**config.mk**
```make
export PLATFORM = sky130hd
export DESIGN_NAME = shift_add_mul_seq_flat
export DESIGN_NICKNAME = d
export VERILOG_FILES = /design/src/rtl/shift_add_mul_seq_if.sv /design/src/rtl/shift_add_mul_seq.sv /design/src/flat_wrapper.sv
export SDC_FILE = /design/constraint.sdc
export NUM_CORES = 1
export LEC_CHECK = 0
export ABC_AREA = 1
export BUFFER_PORTS_ARGS = -buffer_cell sky130_fd_sc_hd__buf_2
export CAP_MARGIN = 20
export CORE_ASPECT_RATIO = 0.8
export CORE_MARGIN = 4
export CORE_UTILIZATION = 33
export CTS_CLUSTER_SIZE = 20
export DETAILED_ROUTE_END_ITERATION = 10
export GPL_ROUTABILITY_DRIVEN = 0
export PLACE_DENSITY = 0.61
export SYNTH_ARGS = -nofsm -noshare
export SYNTH_HDL_FRONTEND = slang
export SYNTH_SLANG_ARGS = --single-unit
```
**constraint.sdc**
```tcl
create_clock -name clk -period 2.15 [get_ports clk]
set_input_delay 0.1075 -clock clk [delete_from_list [all_inputs] [get_ports clk]]
set_output_delay 0.1075 -clock clk [all_outputs]
set_load 0.005 [all_outputs]
```
**src/rtl/shift_add_mul_seq_if.sv**
```systemverilog
// -----------------------------------------------------------------------------
// shift_add_mul_seq_if
//   Request/response bundle for the iterative shift-and-add multiplier.
//   The requester (master) drives start/is_signed/a/b and observes
//   busy/done/product; the multiplier (slave) does the reverse.
//
//   Parameter
//     WIDTH      operand width; product is 2*WIDTH bits. Must match the
//                WIDTH of the shift_add_mul_seq instance it connects to.
//   Signals
//     start      request, sampled by the multiplier only while busy=0
//     is_signed  1 = two's-complement operands, 0 = unsigned
//     a, b       multiplicand / multiplier, sampled with start
//     busy       operation in progress
//     done       one-cycle pulse when product is updated
//     product    result, held until the next operation completes
// -----------------------------------------------------------------------------
interface shift_add_mul_seq_if #(
  parameter int WIDTH = 32
);
  logic                 start;
  logic                 is_signed;
  logic [WIDTH-1:0]     a;
  logic [WIDTH-1:0]     b;
  logic                 busy;
  logic                 done;
  logic [2*WIDTH-1:0]   product;

  modport master (
    output start, is_signed, a, b,
    input  busy, done, product
  );

  modport slave (
    input  start, is_signed, a, b,
    output busy, done, product
  );
endinterface

```
**src/rtl/shift_add_mul_seq.sv**
```systemverilog
// -----------------------------------------------------------------------------
// shift_add_mul_seq
//   Iterative shift-and-add integer multiplier, one multiplier bit per clock.
//   Signed operands are reduced to unsigned magnitudes on acceptance; the
//   sign of the product is re-applied in a final cycle, so the core loop is
//   a plain unsigned multiply and the full 2*WIDTH product is always exact.
//
//   Parameter
//     WIDTH   operand width (4..64), product is 2*WIDTH bits
//   Ports
//     clk     rising-edge clock
//     rst_n   asynchronous active-low reset (aborts any operation)
//     bus     shift_add_mul_seq_if.slave: start/is_signed/a/b in,
//             busy/done/product out
//
//   Optional build macro
//     SHIFT_ADD_MUL_EARLY_TERM_EN  finish as soon as the remaining multiplier
//                                  bits are all zero (latency depends on b);
//                                  undefined = fixed WIDTH+1 edge latency.
// -----------------------------------------------------------------------------
module shift_add_mul_seq #(
  parameter int WIDTH = 32
) (
  input  logic               clk,
  input  logic               rst_n,
  shift_add_mul_seq_if.slave bus
);

  localparam int                PW   = 2 * WIDTH;
  localparam int                CW   = $clog2(WIDTH + 1);
  localparam logic [CW-1:0]     LAST = CW'(WIDTH - 1);

  typedef enum logic [1:0] {
    IDLE = 2'd0,
    CALC = 2'd1,
    FIN  = 2'd2
  } state_t;

  state_t            r_state;
  logic [PW-1:0]     r_acc;
  logic [PW-1:0]     r_mcand;
  logic [WIDTH-1:0]  r_mplier;
  logic [CW-1:0]     r_cnt;
  logic              r_neg;
  logic              r_busy;
  logic              r_done;
  logic [PW-1:0]     r_product;

  logic [WIDTH-1:0]  w_a_mag;
  logic [WIDTH-1:0]  w_b_mag;
  logic [PW-1:0]     w_acc_add;
  logic [PW-1:0]     w_mcand_shl;
  logic [WIDTH-1:0]  w_mplier_shr;

  // Unsigned magnitude of an operand. The result is read as unsigned, so
  // the most negative value maps onto 2^(WIDTH-1) without overflow.
  function automatic logic [WIDTH-1:0] operand_mag(input logic [WIDTH-1:0] v,
                                                   input logic             sgn);
    logic [WIDTH-1:0] m;
    m = v;
    if (sgn && v[WIDTH-1])
      m = ~v + WIDTH'(1);
    return m;
  endfunction

  // Two's-complement negate of the accumulated magnitude, modulo 2^PW.
  function automatic logic [PW-1:0] apply_sign(input logic [PW-1:0] v,
                                               input logic          neg);
    logic [PW-1:0] r;
    r = v;
    if (neg)
      r = ~v + PW'(1);
    return r;
  endfunction

  assign w_a_mag      = operand_mag(bus.a, bus.is_signed);
  assign w_b_mag      = operand_mag(bus.b, bus.is_signed);
  assign w_acc_add    = r_mplier[0] ? (r_acc + r_mcand) : r_acc;
  assign w_mcand_shl  = {r_mcand[PW-2:0], 1'b0};
  assign w_mplier_shr = {1'b0, r_mplier[WIDTH-1:1]};

  always_ff @(posedge clk or negedge rst_n) begin
    if (!rst_n) begin
      r_state   <= IDLE;
      r_acc     <= '0;
      r_mcand   <= '0;
      r_mplier  <= '0;
      r_cnt     <= '0;
      r_neg     <= 1'b0;
      r_busy    <= 1'b0;
      r_done    <= 1'b0;
      r_product <= '0;
    end else begin
      case (r_state)
        IDLE: begin
          r_done <= 1'b0;
          if (bus.start) begin
            r_mcand  <= {{WIDTH{1'b0}}, w_a_mag};
            r_mplier <= w_b_mag;
            r_neg    <= bus.is_signed & (bus.a[WIDTH-1] ^ bus.b[WIDTH-1]);
            r_acc    <= '0;
            r_cnt    <= '0;
            r_busy   <= 1'b1;
            r_state  <= CALC;
`ifdef SHIFT_ADD_MUL_EARLY_TERM_EN
            // Nothing to accumulate: skip the loop, acc is already 0.
            if (w_b_mag == '0)
              r_state <= FIN;
`endif
          end
        end

        CALC: begin
          r_acc    <= w_acc_add;
          r_mcand  <= w_mcand_shl;
          r_mplier <= w_mplier_shr;
          r_cnt    <= r_cnt + CW'(1);
          if (r_cnt == LAST)
            r_state <= FIN;
`ifdef SHIFT_ADD_MUL_EARLY_TERM_EN
          // Remaining multiplier bits are all zero: acc can no longer change.
          if (w_mplier_shr == '0)
            r_state <= FIN;
`endif
        end

        FIN: begin
          r_product <= apply_sign(r_acc, r_neg);
          r_done    <= 1'b1;
          r_busy    <= 1'b0;
          r_state   <= IDLE;
        end

        default: begin
          r_busy  <= 1'b0;
          r_done  <= 1'b0;
          r_state <= IDLE;
        end
      endcase
    end
  end

  assign bus.busy    = r_busy;
  assign bus.done    = r_done;
  assign bus.product = r_product;

endmodule

```
**src/flat_wrapper.sv**
```systemverilog
// flat-port wrapper written by rule: the top's interface ports become plain ports
module shift_add_mul_seq_flat 
#(
  parameter int WIDTH = 32
)
  (clk, rst_n, bus_start, bus_is_signed, bus_a, bus_b, bus_busy, bus_done, bus_product);
  shift_add_mul_seq_if #(.WIDTH(WIDTH)) bus_i ();
  input  logic clk;
  input  logic rst_n;
  input wire logic [$bits(bus_i.start)-1:0] bus_start;
  input wire logic [$bits(bus_i.is_signed)-1:0] bus_is_signed;
  input wire logic [$bits(bus_i.a)-1:0] bus_a;
  input wire logic [$bits(bus_i.b)-1:0] bus_b;
  output wire logic [$bits(bus_i.busy)-1:0] bus_busy;
  output wire logic [$bits(bus_i.done)-1:0] bus_done;
  output wire logic [$bits(bus_i.product)-1:0] bus_product;
  assign bus_i.start = bus_start;
  assign bus_i.is_signed = bus_is_signed;
  assign bus_i.a = bus_a;
  assign bus_i.b = bus_b;
  assign bus_busy = bus_i.busy;
  assign bus_done = bus_i.done;
  assign bus_product = bus_i.product;
  shift_add_mul_seq #(.WIDTH(WIDTH)) u_core (.clk(clk), .rst_n(rst_n), .bus(bus_i));
endmodule
```
==> impl_metrics.csv <==
group,metric,value,unit
die,core_area,0.0541,mm2
yosys,synth-async-reset-ratio,100,%
finish,fill_cells,5527,
routing,highest_layer,"met4",
setup_path,worst_path_largest_cell_delay,380,ps
place,numPortBuffers,133,
yosys,syn_nets,3024,
routing,drt_iter0_drc,1795,
global_routing,grt_usage,21.7,%
yosys,ys.flop_type,"dfrtp_1",
die,num_rows,76,
clocking,clockBufferDepth,3,
routing,drc,0,
setup_path,slowest_stage,"dfrtp_1",
clocking,numCtsBuffers,28,
sta,tightest_slew,703,ps
routing,wl_met2,27.2,mm
setup_path,reg2reg_depth,15,
routing,vias,20000,
setup_path,r2r_setup_slack,10,ps
finish,fin_nets,3459,
setup_path,rr_endpoint,"u_core.r_acc[52]",
die,num_io_pins,134,
status,status,"complete, no violations",
clocking,clock-sinks,235,
setup_path,start_kind,"flop",
routing,postRouteAntennaNets,0,
global_routing,overflow,0,
finish,antenna_cells,0,
setup_path,required,2640,ps
sta,hold_violations,0,
sta,fin_tns_setup,0,ps
yosys,synth_edf_count,0,
clocking,cts-htree-levels,1,
power,powerDensity,1550,mW/mm2
place,place_hpwl,51.2,mm
finish,fin_cells,4044,
yosys,synth_seq_cells,235,
sta,fin_ws,9.58,ps
sta,final.min_clock_period,2140,ps
worst_hold_path,min_path_type,"primary input to asynchronous set/reset pin",
yosys,syn_inst,2888,
yosys,syn_avg_cell_area,6.28,um2
clocking,clkSlewWorstSetupHoldPaths,70,ps
finish,multi_input_area,0.0114,mm2
clocking,clockRootBuffer,"clkbuf_16",
sta,timing.fmax,0.467,GHz
global_routing,grt_max_degree,89,
finish,final_cell_mix,"nand2_1, inv_1, buf_4, nor2_1, dfrtp_1",
place,dp_cells,3914,
sta,setup_viol,0,
setup_path,cp_max_fo,4,
yosys,ys_warn_count,0,
setup_path,r2r_start,"u_core.r_acc[0]",
sta,rsz0062_at_grt,"yes",
power,ir_drop,0.859,mV
routing,dr_wl_met3,6.40,mm
finish,syn_to_final_growth,34.8,%
finish,register_area,0.00591,mm2
routing,post_drt_wl_per_cell,16.3,um
yosys,syn_area,0.0181,mm2
yosys,synth.distinct_cells,48,
setup_path,cp_common_cell,"nand2_1",
die,dieArea,0.0588,mm2
setup_path,setup.worst_path.end_class,"flop",
setup_path,setup.worst_path.start,"u_core.r_acc[0]",
global_routing,antenna_found_initial,0,
die,initial_utilization,33.5,%
global_routing,grt_pass1_vias,18400,
global_routing,grt_pass1_wl,103,mm
setup_path,crit_cells,15,
setup_path,path_class,"flop to flop",
sta,slew_headroom,53.2,%
setup_path,worstPathArrival,2630,ps
sta,skew,42.6,ps
routing,drt-pass1-iter-count,6,
place,place_ws,-143,ps
run,drv_cap,0,
yosys,ys_seq_area_share,32.4,%
power,p_leak,12.7,nW
clocking,cts_tree,"yes",
setup_path,cp_cell_sequence,"ha_2, inv_2, fa_2, inv_2, nand3_4, nand2_2, nand3_1, nand3_2, nand2_1, nand2_2, nand2_1, nand2_1, nand2_1, nand3_1, nand2_1",
finish,final_common_cell,"nand2_1",
clocking,clock_latency,600,ps
die,die_h,218,um
die,die_w,270,um
routing,finalWirelength,66.1,mm
routing,wl_met1,31.1,mm
sta,finalCritPeriodShare,99.6,%
sta,slew_viol_final,0,
routing,via_per_inst,4.96,
setup_path,crit_family,"simple AND/OR/NAND/NOR gates",
setup_path,crit_buf_inv,2,
finish,drive_gt1_share,22.7,%
-- kinds of logic after synthesis --
group / after synthesis / share of synthesized area [%]
AO/OA/AOI/OAI: 400 / 12.7
flip-flops: 235 / 32.4
XOR/XNOR: 70 / 3.38
adder cells (fa/ha/maj): 68 / 4.73
AND/OR/NAND/NOR: 1560 / 35.2
buffers and inverters: 555 / 11.6
-- timing repair --
item,CTS,global route
setup endpoints to repair,42,75
gates resized for setup,55,250
setup buffers,1,13
hold buffers,67,0
pin swaps,2,36
endpoints found under the hold margin,300,0
-- Yosys cell counts, types with 2 or more instances --
cell | instances | area (um2)
xor2_1 | 59 | 517
nand4_1 | 27 | 169
o221ai_1 | 2 | 17.5
clkinv_1 | 2 | 7.51
inv_1 | 482 | 1810
xnor2_1 | 11 | 96.3
nor3_2 | 2 | 20.0
o32ai_1 | 2 | 17.5
nor2_1 | 269 | 1010
nor4_1 | 5 | 31.3
o22ai_1 | 42 | 263
o31ai_1 | 6 | 45.0
o21ai_1 | 17 | 85.1
a31oi_1 | 8 | 50.1
nand2_2 | 4 | 25.0
inv_2 | 5 | 18.8
nor2_2 | 11 | 68.8
a21oi_1 | 85 | 425
nand3b_1 | 7 | 52.6
ha_1 | 67 | 838
or2_2 | 8 | 50.1
a22oi_1 | 57 | 428
clkbuf_1 | 37 | 139
nor3_1 | 30 | 150
nand3_1 | 178 | 891
o21bai_1 | 2 | 15.0
dfrtp_1 | 235 | 5880
a21boi_0 | 4 | 30.0
o21ai_0 | 160 | 801
nand3_2 | 2 | 20.0
nor2_4 | 6 | 67.6
nand2_1 | 1006 | 3780
buf_1 | 10 | 37.5
o21ai_2 | 4 | 35.0
o211ai_1 | 6 | 45.0
buf_2 | 18 | 90.1
-- layout make-up --
class	instances	area share, %
clock buffer	34	3.04
clock inverter	15	0.721
inverter	490	7.53
multi-input combinational	2098	46.8
sequential	235	24.1
tap	702	3.59
timing repair buffer	470	14.2
-- worst max-delay path by stage --
stage,slack [ps],to
after floorplan,240,u_core.r_acc[50]
after global placement,-130,u_core.r_acc[59]
after detailed placement,-140,u_core.r_acc[59]
after CTS,3,u_core.r_acc[26]
after global routing,-130,u_core.r_acc[50]
final,10,u_core.r_acc[52]
-- through the flow --
step / instance area (um2) / hold slack [ps] / utilization, % / total power [mW]
finish: 24500 / 27.7 / 45.2 / 37.9
detailed placement: 21500 / 32.0 / 39.7 / 29.5
global route: 24500 / 63.0 / 45.2 / 40.8
CTS: 23400 / 5.60 / 43.2 / 35.3
global placement: 21500 / 34.2 / 39.7 / 29.4
floorplan: 18100 / -188 / - / 20.1
-- per-layer routing --
| metal | up-vias | track usage, % |
|---|---|---|
| met4 | 0 | 4.27 |
| met1 | 9285 | 32.5 |
| met5 | - | 0 |
| li1 | 9990 | - |
| met2 | 683 | 32.2 |
| met3 | 87 | 4.99 |
-- registers in the layout (all words and copies together) (netlist names) --
name	cells
u_core.r_acc	64
u_core.r_state	2
u_core.r_neg	1
u_core.r_mplier	32
u_core.r_mcand	64
u_core.bus.product	64
u_core.bus.done	1
u_core.r_cnt	6
u_core.bus.busy	1
-- worst register-to-register path, stage by stage (launching register included) --
cell and delay, ps:
dfrtp_1 380, ha_2 210, inv_2 50, fa_2 350, inv_2 90, nand3_4 90, nand2_2 100, nand3_1 90
nand3_2 120, nand2_1 70, nand2_2 120, nand2_1 90, nand2_1 70, nand2_1 50, nand3_1 100, nand2_1 70
-- where the power goes --
part           internal, mW  total, mW  switching [mW]
sequential             6.34       8.11            1.77
combinational          10.1       24.9            14.8
clock                  2.82       4.87            2.05
total                  19.3       37.9            18.6
(Power assumes the default switching activity.)
